<file path="config.mk">
export PLATFORM = sky130hd
export DESIGN_NAME = counter_game
export DESIGN_NICKNAME = d
export VERILOG_FILES = /design/src/rtl/counter_game_pkg.sv /design/src/rtl/counter_game_updown_counter.sv /design/src/rtl/counter_game.sv
export SDC_FILE = /design/constraint.sdc
export NUM_CORES = 1
export LEC_CHECK = 0
export CAP_MARGIN = 20
export CORE_ASPECT_RATIO = 2
export CORE_UTILIZATION = 30
export CTS_BUF_LIST = sky130_fd_sc_hd__clkbuf_8
export DETAILED_ROUTE_END_ITERATION = 8
export GPL_TIMING_DRIVEN = 0
export PLACE_DENSITY_LB_ADDON = 0.15
export SETUP_SLACK_MARGIN = 0.05
export SYNTH_ARGS = -nofsm -noshare
export SYNTH_HDL_FRONTEND = slang
export SYNTH_SLANG_ARGS = --single-unit
</file>
<file path="constraint.sdc">
create_clock -name clk -period 2.1 [get_ports clk]
set_clock_uncertainty 0.15 [all_clocks]
set_input_delay 0.21 -clock clk [delete_from_list [all_inputs] [get_ports clk]]
set_output_delay 0.21 -clock clk [all_outputs]
set_load 0.05 [all_outputs]
</file>
<file path="src/rtl/counter_game_pkg.sv">
// -----------------------------------------------------------------------------
// counter_game_pkg
//   Shared types for the counter_game block:
//     mode_e       - count step selected by the 2-bit ctrl input
//     result_e     - game result reported on the who output
//     game_state_e - states of the game-over FSM
//   Helper functions decode a mode into step direction and step size.
// -----------------------------------------------------------------------------
package counter_game_pkg;

    localparam int unsigned DEFAULT_N = 4;

    typedef enum logic [1:0] {
        UP1 = 2'b00,
        UP2 = 2'b01,
        DN1 = 2'b10,
        DN2 = 2'b11
    } mode_e;

    typedef enum logic [1:0] {
        NONE = 2'b00,
        WIN  = 2'b10,
        LOSE = 2'b01
    } result_e;

    typedef enum logic {
        PLAY = 1'b0,
        OVER = 1'b1
    } game_state_e;

    // The mode encoding is chosen so bit 1 is the direction and bit 0 the size.
    function automatic logic mode_is_down(input mode_e m);
        return m[1];
    endfunction

    function automatic logic mode_is_two(input mode_e m);
        return m[0];
    endfunction

endpackage

</file>
<file path="src/rtl/counter_game_updown_counter.sv">
// -----------------------------------------------------------------------------
// updown_counter
//   Loadable up/down N-bit counter with registered landing pulses.
//   Ports:
//     i_clk     - rising-edge clock
//     i_rst     - asynchronous active-high reset
//     i_mode    - step mode (up/down by 1 or 2), applied every edge
//     i_init    - synchronous load enable
//     i_val     - load value
//     i_clear   - forces the next count to zero, highest priority
//     o_cnt     - current count
//     o_winner  - one-cycle pulse: count just landed on all-ones
//     o_loser   - one-cycle pulse: count just landed on zero
// -----------------------------------------------------------------------------
module updown_counter
    import counter_game_pkg::*;
#(
    parameter int unsigned N = DEFAULT_N
) (
    input  logic         i_clk,
    input  logic         i_rst,
    input  mode_e        i_mode,
    input  logic         i_init,
    input  logic [N-1:0] i_val,
    input  logic         i_clear,
    output logic [N-1:0] o_cnt,
    output logic         o_winner,
    output logic         o_loser
);

    localparam logic [N-1:0] ALL_ONES = '1;

    logic [N-1:0] r_cnt;
    logic         r_winner;
    logic         r_loser;

    logic [N-1:0] w_step;
    logic [N-1:0] w_stepped;
    logic [N-1:0] w_next;

    // N-bit arithmetic wraps modulo 2^N in both directions for free.
    assign w_step    = mode_is_two(i_mode) ? N'(2) : N'(1);
    assign w_stepped = mode_is_down(i_mode) ? (r_cnt - w_step) : (r_cnt + w_step);

    // Priority: clear, then load, then step.
    always_comb begin
        // NOTE: default assigned first so every path drives w_next (no latch).
        w_next = w_stepped;
        if (i_clear) begin
            w_next = '0;
        end else if (i_init) begin
            w_next = i_val;
        end
    end

    always_ff @(posedge i_clk or posedge i_rst) begin
        if (i_rst) begin
            r_cnt    <= '0;
            r_winner <= 1'b0;
            r_loser  <= 1'b0;
        end else begin
            // NOTE: non-blocking so all registers sample pre-edge values.
            r_cnt    <= w_next;
            // Pulses flag where the count lands, not values skipped by a step
            // of two; the forced clear after game over is not a landing.
            r_winner <= !i_clear && (w_next == ALL_ONES);
            r_loser  <= !i_clear && (w_next == '0);
        end
    end

    assign o_cnt    = r_cnt;
    assign o_winner = r_winner;
    assign o_loser  = r_loser;

endmodule

</file>
<file path="src/rtl/counter_game.sv">
// -----------------------------------------------------------------------------
// counter_game
//   Up/down loadable counter with a scoring game on top. Each winner pulse
//   (count landed on all-ones) or loser pulse (count landed on zero) bumps
//   its tally; the first tally to reach 2^N-1 ends the game, reports the side
//   on who, and clears the counter and both tallies.
//   Ports:
//     clk      - rising-edge clock
//     rst      - asynchronous active-high reset
//     ctrl     - count mode: 00 +1, 01 +2, 10 -1, 11 -2
//     init     - synchronous load enable
//     val      - load value
//     cnt      - current count
//     winner   - one-cycle pulse, count just became 2^N-1
//     loser    - one-cycle pulse, count just became 0
//     gameover - one-cycle pulse, game finished
//     who      - last result: 00 none, 10 winner side, 01 loser side
// -----------------------------------------------------------------------------
module counter_game
    import counter_game_pkg::*;
#(
    parameter int unsigned N = DEFAULT_N
) (
    input  logic         clk,
    input  logic         rst,
    input  logic [1:0]   ctrl,
    input  logic         init,
    input  logic [N-1:0] val,
    output logic [N-1:0] cnt,
    output logic         winner,
    output logic         loser,
    output logic         gameover,
    output logic [1:0]   who
);

    localparam logic [N-1:0] ALL_ONES   = '1;
    // A pulse seen while the tally holds this value is the one that reaches
    // 2^N-1 and ends the game.
    localparam logic [N-1:0] TALLY_LAST = ALL_ONES - N'(1);

    game_state_e  r_state;
    game_state_e  w_state_next;
    logic [N-1:0] r_win_tally;
    logic [N-1:0] r_lose_tally;
    logic [N-1:0] w_win_tally_next;
    logic [N-1:0] w_lose_tally_next;
    result_e      r_who;
    result_e      w_who_next;

    logic         w_clear;
    logic         w_winner;
    logic         w_loser;

    // The OVER cycle is the cycle gameover is high; the counter clears at
    // the edge that ends it.
    assign w_clear = (r_state == OVER);

    updown_counter #(
        .N (N)
    ) u_counter (
        .i_clk    (clk),
        .i_rst    (rst),
        .i_mode   (mode_e'(ctrl)),
        .i_init   (init),
        .i_val    (val),
        .i_clear  (w_clear),
        .o_cnt    (cnt),
        .o_winner (w_winner),
        .o_loser  (w_loser)
    );

    always_ff @(posedge clk or posedge rst) begin
        if (rst) begin
            r_state      <= PLAY;
            r_win_tally  <= '0;
            r_lose_tally <= '0;
            r_who        <= NONE;
        end else begin
            r_state      <= w_state_next;
            r_win_tally  <= w_win_tally_next;
            r_lose_tally <= w_lose_tally_next;
            r_who        <= w_who_next;
        end
    end

    always_comb begin
        w_state_next      = r_state;
        w_win_tally_next  = r_win_tally;
        w_lose_tally_next = r_lose_tally;
        w_who_next        = r_who;

        unique case (r_state)
            PLAY: begin
                // winner and loser are mutually exclusive, so no tie exists.
                if (w_winner) begin
                    if (r_win_tally == TALLY_LAST) begin
                        w_state_next      = OVER;
                        w_who_next        = WIN;
                        w_win_tally_next  = '0;
                        w_lose_tally_next = '0;
                    end else begin
                        w_win_tally_next = r_win_tally + N'(1);
                    end
                end else if (w_loser) begin
                    if (r_lose_tally == TALLY_LAST) begin
                        w_state_next      = OVER;
                        w_who_next        = LOSE;
                        w_win_tally_next  = '0;
                        w_lose_tally_next = '0;
                    end else begin
                        w_lose_tally_next = r_lose_tally + N'(1);
                    end
                end
            end
            OVER: begin
                // Tallies stay cleared through the game-over cycle so the new
                // game starts from zero.
                w_state_next      = PLAY;
                w_win_tally_next  = '0;
                w_lose_tally_next = '0;
            end
            default: begin
                w_state_next = PLAY;
            end
        endcase
    end

    assign winner   = w_winner;
    assign loser    = w_loser;
    assign gameover = (r_state == OVER);
    assign who      = r_who;

endmodule

</file>
=== After elaboration in Yosys (flattened, before gate mapping) ===
Index checks and enable logic that the tools add are counted.

* Register bits after elaboration: 17
* Latch bits: 0
* RAM bits: 0
* Bits in read-only memories: 0
* Word-level logic and storage cells: 51
* Memories kept: 0

* Add/sub/neg operators: 4
* Multipliers: 0
* Div/mod/pow operators: 0
* $lt $le $gt $ge: 0
* Equal/unequal tests: 7
* Shift operators: 0
* Multiplexer cells: 23
* Bitwise operators: 1
* Reductions and logical operators: 9

{| class="wikitable"
|+ Operator list
! kind !! number
|-
| two-way mux 4 bit || 11
|-
| case mux 4 bit (2 select lines) || 2
|-
| equality test 4 bit (second input constant) || 3
|-
| two-way mux 2 bit || 5
|-
| adder 4 x 1 -> 4 bit (second input constant) || 2
|-
| adder 4 bit || 1
|-
| zero test 4 bit || 1
|-
| two-way mux 1 bit || 4
|-
| AND reduction 2 bit || 2
|-
| AND reduction 4 bit || 1
|-
| nonzero test 2 bit || 2
|-
| subtractor 4 bit || 1
|-
| inequality test 3 x 1 -> 1 bit (second input constant) || 1
|-
| inequality test 3 x 2 -> 1 bit (second input constant) || 1
|-
| inequality test 3 bit (second input constant) || 1
|-
| logical AND 1 bit || 2
|-
| inequality test 2 bit (second input constant) || 1
|-
| case mux 1 bit (2 select lines) || 1
|-
| zero test 1 bit || 1
|-
| NOT 1 bit || 1
|}

=== Depth between registers and ports, before layout ===
* Word-level depth: 7
* Depth in mapped cells: 8

=== Cells and area by module ===
Synthesis repeated with hierarchy kept, for this count alone.

* Cell total of the unflattened synthesis: 111
* Area total of the unflattened synthesis: 1056.0 um^2

{| class="wikitable"
|+ By module, submodules not included
! module !! instances !! cells each !! area each (um^2) !! seq. area each (um^2)
|-
| counter_game || 1 || 69 || 655.6 || 275.3
|-
| updown_counter || 1 || 42 || 400.4 || 150.1
|}

=== Worst setup path before layout ===
No wires, ideal clock.

* Kind: register to register
* Start: register u_counter.r_cnt[0], in the netlist u_counter.o_cnt[0]
* End: register u_counter.r_loser, in the netlist u_counter.o_loser
* Arrival time: 1834 ps
* Data required time: 1846 ps
* Path slack: 12 ps
* Stages on the path, launching flop included: 8
* Period minus slack after synthesis: 2088 ps
* Path through: dfrtp_1 > inv_1 > ha_1 > inv_1 > fa_1 > nand4b_1 > a21boi_0 > a221oi_1

* Word-level cells in the longest chain between the ends: 6

{| class="wikitable"
|+ Ends and longest elaborated chain
! item !! RTL line !! RTL
|-
| start, declared || counter_game_updown_counter.sv:33 || <nowiki>logic [N-1:0] r_cnt;</nowiki>
|-
| start signal, assigned || counter_game_updown_counter.sv:63 || <nowiki>r_cnt <= w_next;</nowiki>
|-
| adder 4 bit or subtractor 4 bit (tied branches) || counter_game_updown_counter.sv:43 || <nowiki>assign w_stepped = mode_is_down(i_mode) ? (r_cnt - w_step) : (r_cnt + w_step);</nowiki>
|-
| two-way mux 4 bit (*) || counter_game_updown_counter.sv:43 ||
|-
| two-way mux 4 bit (*) || counter_game_updown_counter.sv:51 || <nowiki>end else if (i_init) begin</nowiki>
|-
| two-way mux 4 bit (*) || counter_game_updown_counter.sv:49 || <nowiki>if (i_clear) begin</nowiki>
|-
| zero test 4 bit (*) || counter_game_updown_counter.sv:67 || <nowiki>r_loser <= !i_clear && (w_next == '0);</nowiki>
|-
| logical AND 1 bit (*) || counter_game_updown_counter.sv:67 ||
|-
| end signal, assigned || counter_game_updown_counter.sv:67 ||
|-
| end, declared || counter_game_updown_counter.sv:35 || <nowiki>logic r_loser;</nowiki>
|}

Mark *: on every way between the ends. The rest lies on a longest branch, timed or not.
A chain may end at the register's enable or synchronous reset.

=== Worst setup path after layout ===
* Start: register u_counter.r_cnt[0], in the netlist u_counter.o_cnt[0]
* End: register u_counter.r_winner, in the netlist u_counter.o_winner

* Word-level cells in the longest chain between the ends: 6

{| class="wikitable"
|+ Ends and longest elaborated chain
! item !! RTL line !! RTL
|-
| adder 4 bit or subtractor 4 bit (tied branches) || counter_game_updown_counter.sv:43 ||
|-
| two-way mux 4 bit (*) || counter_game_updown_counter.sv:43 ||
|-
| two-way mux 4 bit (*) || counter_game_updown_counter.sv:51 ||
|-
| two-way mux 4 bit (*) || counter_game_updown_counter.sv:49 ||
|-
| via u_counter.w_next[2] || counter_game_updown_counter.sv:39 || <nowiki>logic [N-1:0] w_next;</nowiki>
|-
| equality test 4 bit (*) || counter_game_updown_counter.sv:66 || <nowiki>r_winner <= !i_clear && (w_next == ALL_ONES);</nowiki>
|-
| logical AND 1 bit (*) || counter_game_updown_counter.sv:66 ||
|-
| end signal, assigned || counter_game_updown_counter.sv:66 ||
|-
| end, declared || counter_game_updown_counter.sv:34 || <nowiki>logic r_winner;</nowiki>
|}

Mark *: on every way through the listed nets, which the timed path passes. The rest lies on a longest branch.

==> flow_metrics.env <==
export IMPL_outcome="complete, no violations"
export IMPL_layout_worst_path_cycle_share=0.9312
export IMPL_rsz0062_at_grt="no"
export IMPL_ant_nets=0
export IMPL_p_per_area_mw_per_mm2=888.2
export IMPL_wire_per_inst_um=13.33
export IMPL_cp_arrival_ps=1990
export IMPL_antenna_found_initial=0
export IMPL_cts_max_path_buffers=2
export IMPL_synthSimpleGateAreaFrac=0.2241
export IMPL_syn_area_per_cell_um2=9.133
export IMPL_cts_buffers=3
export IMPL_cp_max_fo=2
export IMPL_ys_seq_area_frac=0.4353
export IMPL_initial_core_util=0.3132
export IMPL_grt_pass1_wl_um=3353
export IMPL_cts_sinks=17
export IMPL_ctsHoldBuffers=0
export IMPL_placementRows=29
export IMPL_floorplan_io_pins=18
export IMPL_ys_ff_latch=17
export IMPL_syn_cell_area_um2=977.2
export IMPL_hold_viol=0
export IMPL_grt_pass1_vias=803
export IMPL_fp_coreArea_mm2=0.003120
export IMPL_viasPerCell=5.151
export IMPL_io_buffer_count=16
export IMPL_max_stage_delay_ps=400
export IMPL_nets=146
export IMPL_ir_drop_mv=0.4526
export IMPL_drive_gt1_frac=0.1172
export IMPL_path_cells="inv_2 -> ha_4 -> inv_1 -> fa_2 -> xnor2_2 -> a211oi_1 -> o2111a_1"
export IMPL_synth_nets=124
export IMPL_p_leak_uw=0.0005835
export IMPL_root_buffer="clkbuf_8"
export IMPL_wl_um=2120
export IMPL_gp_congestion=0.8412
export IMPL_synthXorXnorAreaFrac=0.02689
export IMPL_antenna_cells=0
export IMPL_slew_headroom=0.5674
export IMPL_p_total_uw=1122
export IMPL_dr_first_iter_drc_count=11
export IMPL_drc_errors=0
export IMPL_nFillCells=334
export IMPL_area_delta_synth_final_pct=29.32
export IMPL_max_freq_ghz=0.5114
export IMPL_cp_end_kind="register"
export IMPL_place_hpwl_um=1766
export IMPL_grt_overflow_total=0
export IMPL_startpoint_type="register"
export IMPL_syn_inst=107
export IMPL_die_width_um=42.36
export IMPL_critical_path_required_ps=2130
export IMPL_slew_violations=0
export IMPL_cts_tree="done"
export IMPL_htree_levels=1
export IMPL_clk_pin_slew_ps=60
export IMPL_worstHoldPathType="in -> reg"
export IMPL_clk_insertion_delay_late_ps=250
export IMPL_synth_adder_area_share=0.1101
export IMPL_synth_compound_area_share=0.1408
export IMPL_fin_ws_ps=144.5
export IMPL_grtUsageTotal=0.1279
export IMPL_tightest_slew_ps=648.1
export IMPL_fp_dieH_um=82.71
export IMPL_layout_min_cycle_time_ps=1955
export IMPL_grt_max_degree=18
export IMPL_pre_cts_slack_ps=-219.8
export IMPL_synthMuxAreaShare=0.01024
export IMPL_critPathKind="reg -> reg"
export IMPL_maxCapViolations=0
export IMPL_yosys_cell_types_count=28
export IMPL_dr_total_vias=819
export IMPL_setup_viol=0
export IMPL_die_area_mm2=0.003503
export IMPL_synth_top_family_by_area="simple AND/OR/NAND/NOR gates"
export IMPL_crit_slowest_cell="dfrtp_2"
export IMPL_yosysWarnings=0
export IMPL_drt_pass1_iter_count=4
-- sequential cells by signal, indices dropped and copies added (netlist names) --
| register | flops |
|---|---|
| gameover | 1 |
| u_counter.o_cnt | 4 |
| u_counter.o_loser | 1 |
| who | 2 |
| u_counter.o_winner | 1 |
| r_win_tally | 4 |
| r_lose_tally | 4 |
-- critical path: cells and delay by family, from the launching register on --
family	cells	cell delay, ps
XOR/XNOR	1	160
adder cells (fa/ha/maj)	2	490
flip-flops	1	400
buffers and inverters	2	120
AO/OA/AOI/OAI	2	570
-- final cells by class --
type / count / area, um2 / share of cell area
timing repair buffer: 17 / 170.2 / 0.1347
clock buffer: 3 / 41.29 / 0.03267
buffer: 2 / 10.01 / 0.007921
multi-input combinational: 77 / 531.8 / 0.4208
sequential: 17 / 426.7 / 0.3376
inverter: 11 / 41.29 / 0.03267
clock inverter: 1 / 3.754 / 0.002970
tap: 31 / 38.79 / 0.03069
-- cells in the final DEF, fill, tap and decap left out, types with 3 or more instances in the layout --
| master | instances |
|---|---|
| inv_1 | 11 |
| clkdlybuf4s50_1 | 15 |
| o21ai_0 | 6 |
| nand3_1 | 6 |
| nor2_1 | 9 |
| dfrtp_1 | 16 |
| clkbuf_8 | 3 |
| ha_1 | 6 |
| nand2_1 | 14 |
| a21oi_1 | 7 |
-- what timing repair did --
action	in CTS	in global routing
setup endpoints to repair	1	2
pin swaps	1	4
buffers inserted	0	1
resized for setup	1	8
-- synthesized netlist by cell type --
cell type,n,area share
or3_1,2,0.013
nor3_1,1,0.0051
mux2i_1,1,0.010
inv_1,11,0.042
o2111a_1,1,0.012
o22ai_1,1,0.0064
nand2b_1,1,0.0064
ha_1,7,0.090
a21boi_0,2,0.015
a41oi_1,1,0.0090
and2_1,1,0.0064
nand3b_1,1,0.0077
dfrtp_1,17,0.44
nand3_1,6,0.031
nor2_1,9,0.035
o21a_1,1,0.0077
a221oi_1,1,0.0090
a21oi_1,7,0.036
o21ai_0,6,0.031
a211oi_1,2,0.015
nor2b_1,3,0.019
fa_1,1,0.020
and4_1,2,0.018
xnor2_1,3,0.027
nand2_1,14,0.054
nand4b_1,1,0.0090
buf_2,2,0.010
nor3_2,2,0.020
-- logic make-up after synthesis --
logic type / count (synthesis)
xor+xnor: 3
flops: 17
simple gates: 43
buf+inv: 13
compound gates: 22
fa+ha+maj: 8
mux: 1
-- worst paths after layout --
kind	startpoint	end	slack [ps]	depth (start not counted)
worst max-delay path	u_counter.o_cnt[0]	u_counter.o_winner	140	7
worst min-delay path	init	u_counter.o_loser	130	2
worst max register to register	u_counter.o_cnt[0]	u_counter.o_winner	140	7
worst min register to register	who[0]	who[0]	340	2
max in group asynchronous	rst	u_counter.o_cnt[0]	1140	2
min in group asynchronous	rst	who[1]	200	2
-- layer usage --
layer  track usage  wire (um)  vias up
met3       0.01304         45        2
met5             0          0        -
met2        0.2585       1274       12
met4       0.08125         27        0
met1        0.1149        772      399
li1              -          -      406
-- metrics by stage --
step           cells  hold slack [ps]  cell area (um2)  TNS (ps)  utilization
6_report         159            128.4             1264         0       0.4050
5_1_grt          159            135.1             1264         0       0.4050
4_1_cts          158            130.5             1230         0       0.3941
3_5_place_dp     154            329.3             1177    -401.8       0.3773
3_3_place_gp     154            318.9             1177    -348.7       0.3773
2_1_floorplan    107           -14.00            978.4         0            -
-- power breakdown --
group | switching [uW] | leakage, uW | internal (uW)
Sequential | 87.6 | 0.000220 | 400
Combinational | 232 | 0.000337 | 169
Clock | 105 | 0.0000269 | 129
Total | 424 | 0.000584 | 699
(Power assumes the default switching activity.)
